[config.mk]
export PLATFORM = sky130hd
export DESIGN_NAME = cnt_arbiter_flat
export DESIGN_NICKNAME = d
export VERILOG_FILES = /design/src/rtl/cnt_arbiter_if.sv /design/src/rtl/cnt_arbiter.sv /design/src/flat_wrapper.sv
export SDC_FILE = /design/constraint.sdc
export NUM_CORES = 1
export LEC_CHECK = 0
export CELL_PAD_IN_SITES_DETAIL_PLACEMENT = 0
export CELL_PAD_IN_SITES_GLOBAL_PLACEMENT = 1
export CORE_MARGIN = 4
export CORE_UTILIZATION = 28
export DETAILED_ROUTE_END_ITERATION = 8
export PLACE_DENSITY_LB_ADDON = 0.2
export SLEW_MARGIN = 20
export SYNTH_ARGS = -nofsm -noshare
export SYNTH_HDL_FRONTEND = slang
export SYNTH_SLANG_ARGS = --single-unit
[constraint.sdc]
create_clock -name CLK -period 3.5 [get_ports CLK]
set_clock_uncertainty 0.15 [all_clocks]
set_input_delay 0.35 -clock CLK [delete_from_list [all_inputs] [get_ports CLK]]
set_output_delay 0.35 -clock CLK [all_outputs]
set_load 0.05 [all_outputs]
[src/rtl/cnt_arbiter_if.sv]
// Request/grant and counter-pin bundle between cnt_arbiter, its two requesters and the shared counter.
// The master modport is the environment side: requesters plus the counter's c_out.
interface cnt_arbiter_if #(
  parameter int unsigned WIDTH = 4
);
  logic [1:0]       req;
  logic [WIDTH-1:0] len0;
  logic [WIDTH-1:0] len1;
  logic [1:0]       grant;
  logic [1:0]       done;
  logic             busy;
  logic             cnt_load;
  logic [WIDTH-1:0] cnt_load_val;
  logic             cnt_en;
  logic [WIDTH-1:0] cnt_val;

  modport master (
    output req, len0, len1, cnt_val,
    input  grant, done, busy, cnt_load, cnt_load_val, cnt_en
  );

  modport slave (
    input  req, len0, len1, cnt_val,
    output grant, done, busy, cnt_load, cnt_load_val, cnt_en
  );
endinterface

[src/rtl/cnt_arbiter.sv]
// Round-robin owner of a shared loadable up-counter: grant, preload TC-len, run to TC, pulse done.
// Define CNT_ARB_ABORT_EN to end a run early when the owner drops its request in LOAD or RUN.
module cnt_arbiter #(
  parameter int unsigned WIDTH = 4
) (
  input  logic           CLK,
  input  logic           RST,
  cnt_arbiter_if.slave   bus
);

  localparam logic [WIDTH-1:0] TC = {WIDTH{1'b1}};

  typedef enum logic [1:0] {
    S_IDLE = 2'd0,
    S_LOAD = 2'd1,
    S_RUN  = 2'd2,
    S_DONE = 2'd3
  } state_e;

  state_e           state_q, state_d;
  logic             owner_q, owner_d;
  logic             last_q,  last_d;
  logic [WIDTH-1:0] len_q,   len_d;

  logic             win_c;
  logic             abort_c;
  logic [1:0]       grant_c;
  logic [1:0]       done_c;
  logic             busy_c;
  logic             load_c;
  logic [WIDTH-1:0] load_val_c;
  logic             en_c;

  // Single requester wins outright; a tie goes to whoever did not own the last run.
  always_comb begin
    unique case (bus.req)
      2'b01:   win_c = 1'b0;
      2'b10:   win_c = 1'b1;
      default: win_c = ~last_q;
    endcase
  end

`ifdef CNT_ARB_ABORT_EN
  assign abort_c = ~bus.req[owner_q];
`else
  assign abort_c = 1'b0;
`endif

  always_ff @(posedge CLK) begin
    if (RST) begin
      state_q <= S_IDLE;
      owner_q <= 1'b0;
      last_q  <= 1'b1;
      len_q   <= '0;
    end else begin
      state_q <= state_d;
      owner_q <= owner_d;
      last_q  <= last_d;
      len_q   <= len_d;
    end
  end

  always_comb begin
    state_d    = state_q;
    owner_d    = owner_q;
    last_d     = last_q;
    len_d      = len_q;
    grant_c    = 2'b00;
    done_c     = 2'b00;
    busy_c     = 1'b0;
    load_c     = 1'b0;
    load_val_c = '0;
    en_c       = 1'b0;

    unique case (state_q)
      S_IDLE: begin
        if (|bus.req) begin
          owner_d = win_c;
          len_d   = win_c ? bus.len1 : bus.len0;
          state_d = S_LOAD;
        end
      end
      S_LOAD: begin
        busy_c     = 1'b1;
        grant_c    = owner_q ? 2'b10 : 2'b01;
        load_c     = 1'b1;
        load_val_c = TC - len_q;
        if (abort_c) begin
          last_d  = owner_q;
          state_d = S_IDLE;
        end else begin
          state_d = S_RUN;
        end
      end
      S_RUN: begin
        busy_c  = 1'b1;
        grant_c = owner_q ? 2'b10 : 2'b01;
        en_c    = (bus.cnt_val != TC);
        if (abort_c) begin
          last_d  = owner_q;
          state_d = S_IDLE;
        end else if (bus.cnt_val == TC) begin
          state_d = S_DONE;
        end
      end
      S_DONE: begin
        busy_c  = 1'b1;
        grant_c = owner_q ? 2'b10 : 2'b01;
        done_c  = owner_q ? 2'b10 : 2'b01;
        last_d  = owner_q;
        state_d = S_IDLE;
      end
      default: state_d = S_IDLE;
    endcase
  end

  assign bus.grant        = grant_c;
  assign bus.done         = done_c;
  assign bus.busy         = busy_c;
  assign bus.cnt_load     = load_c;
  assign bus.cnt_load_val = load_val_c;
  assign bus.cnt_en       = en_c;

endmodule

[src/flat_wrapper.sv]
// flat-port wrapper written by rule: the top's interface ports become plain ports
module cnt_arbiter_flat 
#(
  parameter int unsigned WIDTH = 4
)
  (CLK, RST, bus_req, bus_len0, bus_len1, bus_cnt_val, bus_grant, bus_done, bus_busy, bus_cnt_load, bus_cnt_load_val, bus_cnt_en);
  cnt_arbiter_if #(.WIDTH(WIDTH)) bus_i ();
  input  logic CLK;
  input  logic RST;
  input wire logic [$bits(bus_i.req)-1:0] bus_req;
  input wire logic [$bits(bus_i.len0)-1:0] bus_len0;
  input wire logic [$bits(bus_i.len1)-1:0] bus_len1;
  input wire logic [$bits(bus_i.cnt_val)-1:0] bus_cnt_val;
  output wire logic [$bits(bus_i.grant)-1:0] bus_grant;
  output wire logic [$bits(bus_i.done)-1:0] bus_done;
  output wire logic [$bits(bus_i.busy)-1:0] bus_busy;
  output wire logic [$bits(bus_i.cnt_load)-1:0] bus_cnt_load;
  output wire logic [$bits(bus_i.cnt_load_val)-1:0] bus_cnt_load_val;
  output wire logic [$bits(bus_i.cnt_en)-1:0] bus_cnt_en;
  assign bus_i.req = bus_req;
  assign bus_i.len0 = bus_len0;
  assign bus_i.len1 = bus_len1;
  assign bus_i.cnt_val = bus_cnt_val;
  assign bus_grant = bus_i.grant;
  assign bus_done = bus_i.done;
  assign bus_busy = bus_i.busy;
  assign bus_cnt_load = bus_i.cnt_load;
  assign bus_cnt_load_val = bus_i.cnt_load_val;
  assign bus_cnt_en = bus_i.cnt_en;
  cnt_arbiter #(.WIDTH(WIDTH)) u_core (.CLK(CLK), .RST(RST), .bus(bus_i));
endmodule
==> flow_summary.ini, run 1 <==
[critical_path]
cp.required_ps = 3000
setup.worst_path.class = reg -> out
start_kind = flip-flop
worst_setup_path_end_kind = output port
crit_fanout = 6
arrival_ps = 2000

[floorplanning]
core_sq_mm = 0.00175
die_x_microns = 51.2
die_area_sq_mm = 0.00262
io_pins = 27
num_rows = 15
die_h_microns = 51.2
floorplan.initialDensity_pct = 30.0

[power_and_ir_drop]
total_power_mw = 0.753
ir_drop_mv = 0.306
leakage_nw = 0.338
powerDensity_mw_per_mm2 = 911

[placement]
dp_hpwl_microns = 1050
placed_area_sq_um = 803
gp_congestion = 0.680
dpl.cell_count = 113
portBuffers = 26
post-place-ws_ps = 1130

[routing]
dr.pass1.iters = 2
drtIter0Drc = 12
totalWireLength_microns = 1230
via_per_inst = 4.41
drc = 0
wl_per_cell_microns = 10.6
drtAntennaViolNets = 0
vias = 512

[timing]
timing.final.ws_setup_ps = 995
max_slew_margin_pct = 66.4
holdWs_ps = 355
tightest_slew_ps = 502
hold_viol_final = 0
post-route-min-period_ps = 2500
setup_tns_ps = 0
timing.final.crit_share_pct = 71.6
rsz0062_at_grt = false
slew_violations = 0
setup_violations = 0
fmax_mhz = 399

[clocking]
cts-htree-levels = 1
cts_resized = 0
hold_buffers = 0
clockBufferDepth = 2
cts_setup_buffers = 0
cts.clk_slew.worst_paths_ps = 50
clkSinkCount = 8
cts_tree = yes
cts_buffers = 3
clkLatencyLatePin_ps = 250
root_buffer = clkbuf_4

[cells_and_area]
final_util_pct = 47.3
finalInstanceArea_sq_um = 826
layout.nets = 115
n_fill_cell = 178
final-instance-count-excl-fill = 116
post_route_cells_drive_above_1_share_pct = 6.59
antennaDiodeCount = 0
syn2layout_area_growth_pct = 57.9

[yosys]
ys_types = 22
synth_nets = 85
synth_warnings = 0
synth-seq-cells = 8
syn_inst = 63
ys_seq_area_share_pct = 30.6
avgSynthCellArea_sq_um = 8.30
synth_area_sq_um = 523

[global_route]
grt_start_max_net_pins = 11
grt_pass1_wl_microns = 2090
antenna_found_initial = 0
grt_remaining_overflow = 0
grt_pass1_vias = 515
grtUsageTotal_pct = 10.4

[job]
maxCapViolCount = 0

[worst_hold_path]
hold_class = reg -> reg

[run_status]
status = finished clean
[synth_stat cells]
cell / n / area share, %
dfxtp_1: 8 / 31
nor2_1: 4 / 2.9
nor2_2: 1 / 1.2
and2b_1: 2 / 2.9
a311oi_2: 1 / 2.9
nand2_1: 2 / 1.4
buf_6: 1 / 2.2
a31oi_1: 4 / 4.8
or4_1: 1 / 1.4
a211o_1: 1 / 1.7
nor2b_1: 4 / 4.8
o2111ai_1: 1 / 1.7
and2_1: 2 / 2.4
o221ai_1: 1 / 1.7
o311ai_1: 1 / 1.7
ha_1: 6 / 14
nand3_1: 4 / 3.8
inv_1: 8 / 5.7
o21ai_0: 8 / 7.7
and4_4: 1 / 2.2
a21oi_1: 1 / 0.96
or2_1: 1 / 1.2
[report_power, final]
part	internal [mW]	switching (mW)	total [mW]
clock network	0.0390	0.0281	0.0671
logic	0.188	0.345	0.533
registers	0.127	0.0253	0.153
total	0.354	0.398	0.753
[critical path: stages, from the launching register on]
cell             delay, ps
dfxtp_1                380
inv_1                  100
ha_1                   270
and2b_1                220
clkdlybuf4s50_1        790
[sequential cells by signal, summed over array words and instances, names as in the netlist]
name and cells:
u_core.len_q 4, u_core.last_q 1, u_core.state_q 2, u_core.owner_q 1
[area by class of cell]
class / instances / area [sq um] / area share, %
Clock buffer: 3 / 22.5 / 2.73
Tap cell: 25 / 31.3 / 3.79
Sequential cell: 8 / 160 / 19.4
Multi-Input combinational cell: 46 / 322 / 38.9
Timing Repair Buffer: 26 / 260 / 31.5
Inverter: 8 / 30.0 / 3.64
[placed cells by master (no fill, tap or decap)]
cell,n
clkdlybuf4s50_1,26
inv_1,8
o21ai_0,8
dfxtp_1,8
ha_1,6
nor2b_1,4
nor2_1,4
nand3_1,4
a31oi_1,4
clkbuf_4,3
and2_1,2
and2b_1,2
nand2_1,2
and4_4,1
or2_1,1
o2111ai_1,1
or4_1,1
o311ai_1,1
a211o_1,1
nor2_2,1
a311oi_2,1
o221ai_1,1
a21oi_1,1
[cells by family (layout without fill, tap and decap cells)]
logic type	Yosys count	after routing	synth area share, %
AO/OA/AOI/OAI	18	18	23.0
adder cells (fa/ha/maj)	6	6	14.4
AND/OR/NAND/NOR	22	22	24.2
buffers and inverters	9	37	7.89
flip-flops	8	8	30.6
[layer usage]
| metal | share of wire, % | vias up | track usage [%] | wire (microns) |
|---|---|---|---|---|
| met5 | 0 | - | 0 | 0 |
| met4 | 0.57 | 0 | 6.55 | 7 |
| met3 | 3.7 | 2 | 1.75 | 45 |
| met2 | 47 | 13 | 18.5 | 581 |
| met1 | 48 | 216 | 11.5 | 594 |
| li1 | - | 281 | - | - |
[worst paths after layout]
path                      from         endpoint  slack, ps  cells past startpoint
max          u_core.state_q[0]     bus_grant[1]       1000                      4
max reg2reg  u_core.state_q[0]  u_core.len_q[0]       1870                      5
min              u_core.last_q    u_core.last_q        360                      1
min reg2reg      u_core.last_q    u_core.last_q        360                      1
Note: power is estimated with default switching activity, not from simulation.
==> run 2: changes to the inputs <==
--- a/config.mk
+++ b/config.mk
@@ -8,7 +8,7 @@
 export CELL_PAD_IN_SITES_DETAIL_PLACEMENT = 0
 export CELL_PAD_IN_SITES_GLOBAL_PLACEMENT = 1
 export CORE_MARGIN = 4
-export CORE_UTILIZATION = 28
+export CORE_UTILIZATION = 26
 export DETAILED_ROUTE_END_ITERATION = 8
 export PLACE_DENSITY_LB_ADDON = 0.2
 export SLEW_MARGIN = 20
==> constraint.sdc (replaced) <==
create_clock -name CLK -period 2.5 [get_ports CLK]
set_clock_uncertainty 0.15 [all_clocks]
set_input_delay 0.25 -clock CLK [delete_from_list [all_inputs] [get_ports CLK]]
set_output_delay 0.25 -clock CLK [all_outputs]
set_load 0.05 [all_outputs]
==> run 2 against run 1 <==
  * First-iteration DRC count is 25% lower
  * Non-clock buffer count did not move
  * Via count is 3.7% higher
  * Sequential cell count stayed put
  * Hold slack worse by 12 ps
  * Wire length increased by 7.3%
  * Utilization decreased by 2.1 points
  * Clock power rose by 51%
  * Cell count did not move
  * Largest cell class unchanged
  * Highest routed layer unchanged
==> flow_summary.ini, run 2 (synthesis gave the netlist of run 1 again) <==
[floorplanning]
core_sq_mm = 0.00182
die_x_microns = 52.9
die_area_sq_mm = 0.00279
floorplan.initialDensity_pct = 28.7
die_h_microns = 52.9
num_rows = 15
io_pins = 27

[cells_and_area]
reg_top3 = u_core.len_q x4, u_core.state_q x2
layout_commonest_cell = clkdlybuf4s50_1
largest-register = u_core.len_q
layout.nets = 115
regArea_sq_um = 160
antennaDiodeCount = 0
final_util_pct = 45.2
final_cell_mix = 25 x clkdlybuf4s50_1, 8 x inv_1, 8 x o21ai_0, 8 x dfxtp_1, 6 x ha_1
multi_input_area_sq_um = 322
post_route_cells_drive_above_1_share_pct = 7.69
syn2layout_area_growth_pct = 57.4
largest_reg_flops = 4
n_fill_cell = 196

[critical_path]
cp_cell_sequence = inv_1, ha_1, and2b_1, clkdlybuf4s50_1
cp.required_ps = 2100
setup.worst_path.class = reg -> out
cp_slowest_stage_delay_ps = 790
rr_worst_depth = 5
start_kind = flip-flop
arrival_ps = 1990
critical_path.slowest_cell = clkdlybuf4s50_1
worst_setup_path_end_kind = output port
crit_fanout = 6

[routing]
totalWireLength_microns = 1320
drtAntennaViolNets = 0
wl_per_cell_microns = 11.4
drc = 0
vias = 531
drtIter0Drc = 9
via_per_inst = 4.58
dr.pass1.iters = 4

[clocking]
cts-htree-levels = 1
cts_tree = yes
cts.clk_slew.worst_paths_ps = 50
root_buffer = clkbuf_4
cts_buffers = 3
clkSinkCount = 8
cts_setup_buffers = 0
clockBufferDepth = 2
cts_resized = 0
clkLatencyLatePin_ps = 250
hold_buffers = 0

[power_and_ir_drop]
ir_drop_mv = 0.546
leakage_nw = 0.339
powerDensity_mw_per_mm2 = 1290

[timing]
hold_viol_final = 0
tightest_slew_ps = 498
rsz0062_at_grt = false
slew_violations = 0
setup_violations = 0
fmax_mhz = 419
timing.final.crit_share_pct = 95.5
post-route-min-period_ps = 2390
max_slew_margin_pct = 66.7
setup_tns_ps = 0

[global_route]
antenna_found_initial = 0
grt_start_max_net_pins = 11
grt_pass1_vias = 505
grt_pass1_wl_microns = 2110
grtUsageTotal_pct = 10.6
grt_remaining_overflow = 0

[job]
maxCapViolCount = 0

[worst_hold_path]
holdPathStages = 1
hold_class = reg -> reg

[placement]
portBuffers = 26
gp_congestion = 0.702
dp_hpwl_microns = 1110

[run_status]
status = finished clean
run 2: report_power, final:
part / total [mW] / switching (mW) / leakage [nW] / internal, mW
clock: 0.101 / 0.0462 / 0.0138 / 0.0551
sequential: 0.215 / 0.0370 / 0.0662 / 0.178
combinational: 0.745 / 0.484 / 0.259 / 0.261
total: 1.06 / 0.568 / 0.339 / 0.495
run 2: critical path, delay by kind of cell (launching register included):
| kind | cells | cell delay, ps |
|---|---|---|
| and+or+nand+nor | 1 | 210 |
| DFF | 1 | 380 |
| adders and majority gates | 1 | 270 |
| buffers and inverters | 2 | 880 |
run 2: metrics by stage:
step / setup WS (ps) / hold slack, ps / cells / power [mW] / instance area [sq um]
after detailed placement: 379 / 342 / 113 / 0.968 / 801
after floorplan: 409 / 168 / 63 / 0.755 / 523
after global placement: 413 / 331 / 113 / 0.964 / 801
final: 112 / 343 / 116 / 1.06 / 823
after CTS: 94.1 / 349 / 116 / 1.07 / 823
after global routing: 14.4 / 371 / 116 / 1.13 / 823
run 2: area by class of cell:
type / instances / area share [%]
tap: 25 / 3.80
timing repair buffer: 26 / 31.3
sequential: 8 / 19.5
multi-input combinational: 46 / 39.1
clock buffer: 3 / 2.74
inverter: 8 / 3.65
run 2: final timing paths:
path | from | end | slack (ps)
setup / recovery | u_core.state_q[0] | bus_grant[1] | 110
hold / removal | u_core.last_q | u_core.last_q | 340
setup reg to reg | u_core.state_q[0] | u_core.len_q[2] | 900
hold reg to reg | u_core.last_q | u_core.last_q | 340
run 2: per-layer routing:
layer / track usage [%] / vias to the layer above / share of wire, %
li1: - / 282 / -
met1: 13.1 / 229 / 47
met2: 15.9 / 16 / 46
met3: 2.54 / 4 / 4.8
met4: 7.66 / 0 / 2.3
met5: 0 / - / 0
==> run 3: changes to the inputs <==
--- a/config.mk
+++ b/config.mk
@@ -10,6 +10,7 @@
 export CORE_MARGIN = 4
 export CORE_UTILIZATION = 26
 export DETAILED_ROUTE_END_ITERATION = 8
+export GPL_TIMING_DRIVEN = 0
 export PLACE_DENSITY_LB_ADDON = 0.2
 export SLEW_MARGIN = 20
 export SYNTH_ARGS = -nofsm -noshare
==> run 3 against run 2 <==
  * Clock-buffer cell count is the same
  * Cell count up 0.86%
  * First-iteration DRC count shrank 33%
  * Global-route usage shrank 0.62 points
  * Fmax grew 1.7%
  * Largest power group unchanged
==> flow_summary.ini, run 3 (synthesis gave the netlist of run 1 again) <==
[floorplanning]
num_rows = 15
floorplan.initialDensity_pct = 28.7
core_sq_mm = 0.00182
io_pins = 27
die_x_microns = 52.9
die_area_sq_mm = 0.00279
die_h_microns = 52.9

[placement]
dp_hpwl_microns = 1080
gp_congestion = 0.667
portBuffers = 26

[routing]
wl_per_cell_microns = 10.9
drtIter0Drc = 6
drc = 0
drtAntennaViolNets = 0
dr.pass1.iters = 3
totalWireLength_microns = 1280
vias = 538
via_per_inst = 4.60

[critical_path]
endpoint = bus_grant[0]
ff2ff_setup_slack_ps = 890
setup.worst_path.class = reg -> out
start_kind = flip-flop
timing.rr.start = u_core.state_q[0]
cp.required_ps = 2100
crit_fanout = 6
cp-startpoint = u_core.state_q[0]
rr_worst_depth = 6
r2r_end = u_core.len_q[0]
arrival_ps = 1950
worst_setup_path_end_kind = output port

[timing]
slew_violations = 0
setup_violations = 0
holdWs_ps = 350
max_slew_margin_pct = 66.5
setup_tns_ps = 0
post-route-min-period_ps = 2350
tightest_slew_ps = 502
hold_viol_final = 0
fmax_mhz = 426
rsz0062_at_grt = false
timing.final.crit_share_pct = 93.9

[clocking]
clkSinkCount = 8
cts.clk_slew.worst_paths_ps = 60
clockBufferDepth = 2
root_buffer = clkbuf_4
hold_buffers = 0
cts_tree = yes
cts-htree-levels = 1
cts_buffers = 3
clkLatencyLatePin_ps = 260

[cells_and_area]
final_cell_mix = 25 x clkdlybuf4s50_1, 8 x inv_1, 8 x o21ai_0, 8 x dfxtp_1, 6 x ha_1
post_route_cells_drive_above_1_share_pct = 7.61
layout.nets = 116
n_fill_cell = 200
reg_top3 = u_core.len_q x4, u_core.state_q x2
largest-register = u_core.len_q
layout_commonest_cell = clkdlybuf4s50_1
antennaDiodeCount = 0
syn2layout_area_growth_pct = 60.5
largest_reg_flops = 4

[power_and_ir_drop]
powerDensity_mw_per_mm2 = 1300
leakage_nw = 0.361
total_power_mw = 1.09
ir_drop_mv = 0.635

[global_route]
antenna_found_initial = 0
grt_pass1_vias = 491
grt_remaining_overflow = 0
grt_start_max_net_pins = 11
grt_pass1_wl_microns = 2020
grtUsageTotal_pct = 10.0

[job]
maxCapViolCount = 0

[run_status]
status = finished clean

[worst_hold_path]
hold_class = reg -> reg
-- run 3: where the power goes --
part	internal [mW]	leakage, nW	total (mW)	switching, mW
clock network	0.0551	0.0138	0.102	0.0466
registers	0.178	0.0662	0.217	0.0383
logic	0.283	0.281	0.771	0.488
total	0.516	0.361	1.09	0.573
-- run 3: per-layer routing --
metal	track usage, %	routed length, microns	vias to the layer above
li1	-	-	283
met4	7.66	24	0
met3	1.69	50	2
met2	16.3	620	12
met5	0	0	-
met1	11.4	583	241
-- run 3: worst min-delay path by stage --
stage,from,to,slack (ps),depth (start not counted)
finish,u_core.last_q,u_core.last_q,350,1
floorplan,RST,u_core.owner_q,170,1
CTS,u_core.last_q,u_core.last_q,360,1
global route,u_core.last_q,u_core.last_q,400,1
detailed placement,u_core.last_q,u_core.last_q,350,1
global placement,u_core.last_q,u_core.last_q,330,1
-- run 3: cell type report --
| type | instances | area, sq um | share of cell area, % |
|---|---|---|---|
| repair buffers | 26 | 263 | 31.3 |
| inverters | 8 | 30.0 | 3.58 |
| multi-input cells | 46 | 322 | 38.3 |
| clock buffers | 3 | 22.5 | 2.68 |
| plain buffers | 1 | 11.3 | 1.34 |
| flip-flops and latches | 8 | 160 | 19.1 |
| well taps | 25 | 31.3 | 3.73 |
-- run 3: metrics by stage --
stage	worst slack, ps	cell area, sq um	util [%]	instances
floorplan	409	523	-	63
global route	50.2	840	46.1	117
CTS	38.1	837	46.0	117
finish	151	840	46.1	117
detailed placement	324	815	44.7	114
global placement	330	815	44.7	114
-- run 3: critical path, cell delays in order, from the launching register on --
cell and delay, ps:
dfxtp_1 400, inv_1 100, ha_1 280, nor2_1 110, clkdlybuf4s50_1 800
-- run 3: repair_timing --
action                                  4_1_cts  5_1_grt
gates resized for setup                       0        1
buffers inserted                              0        0
hold endpoints to repair                      0        0
endpoints found under the setup margin        0        1
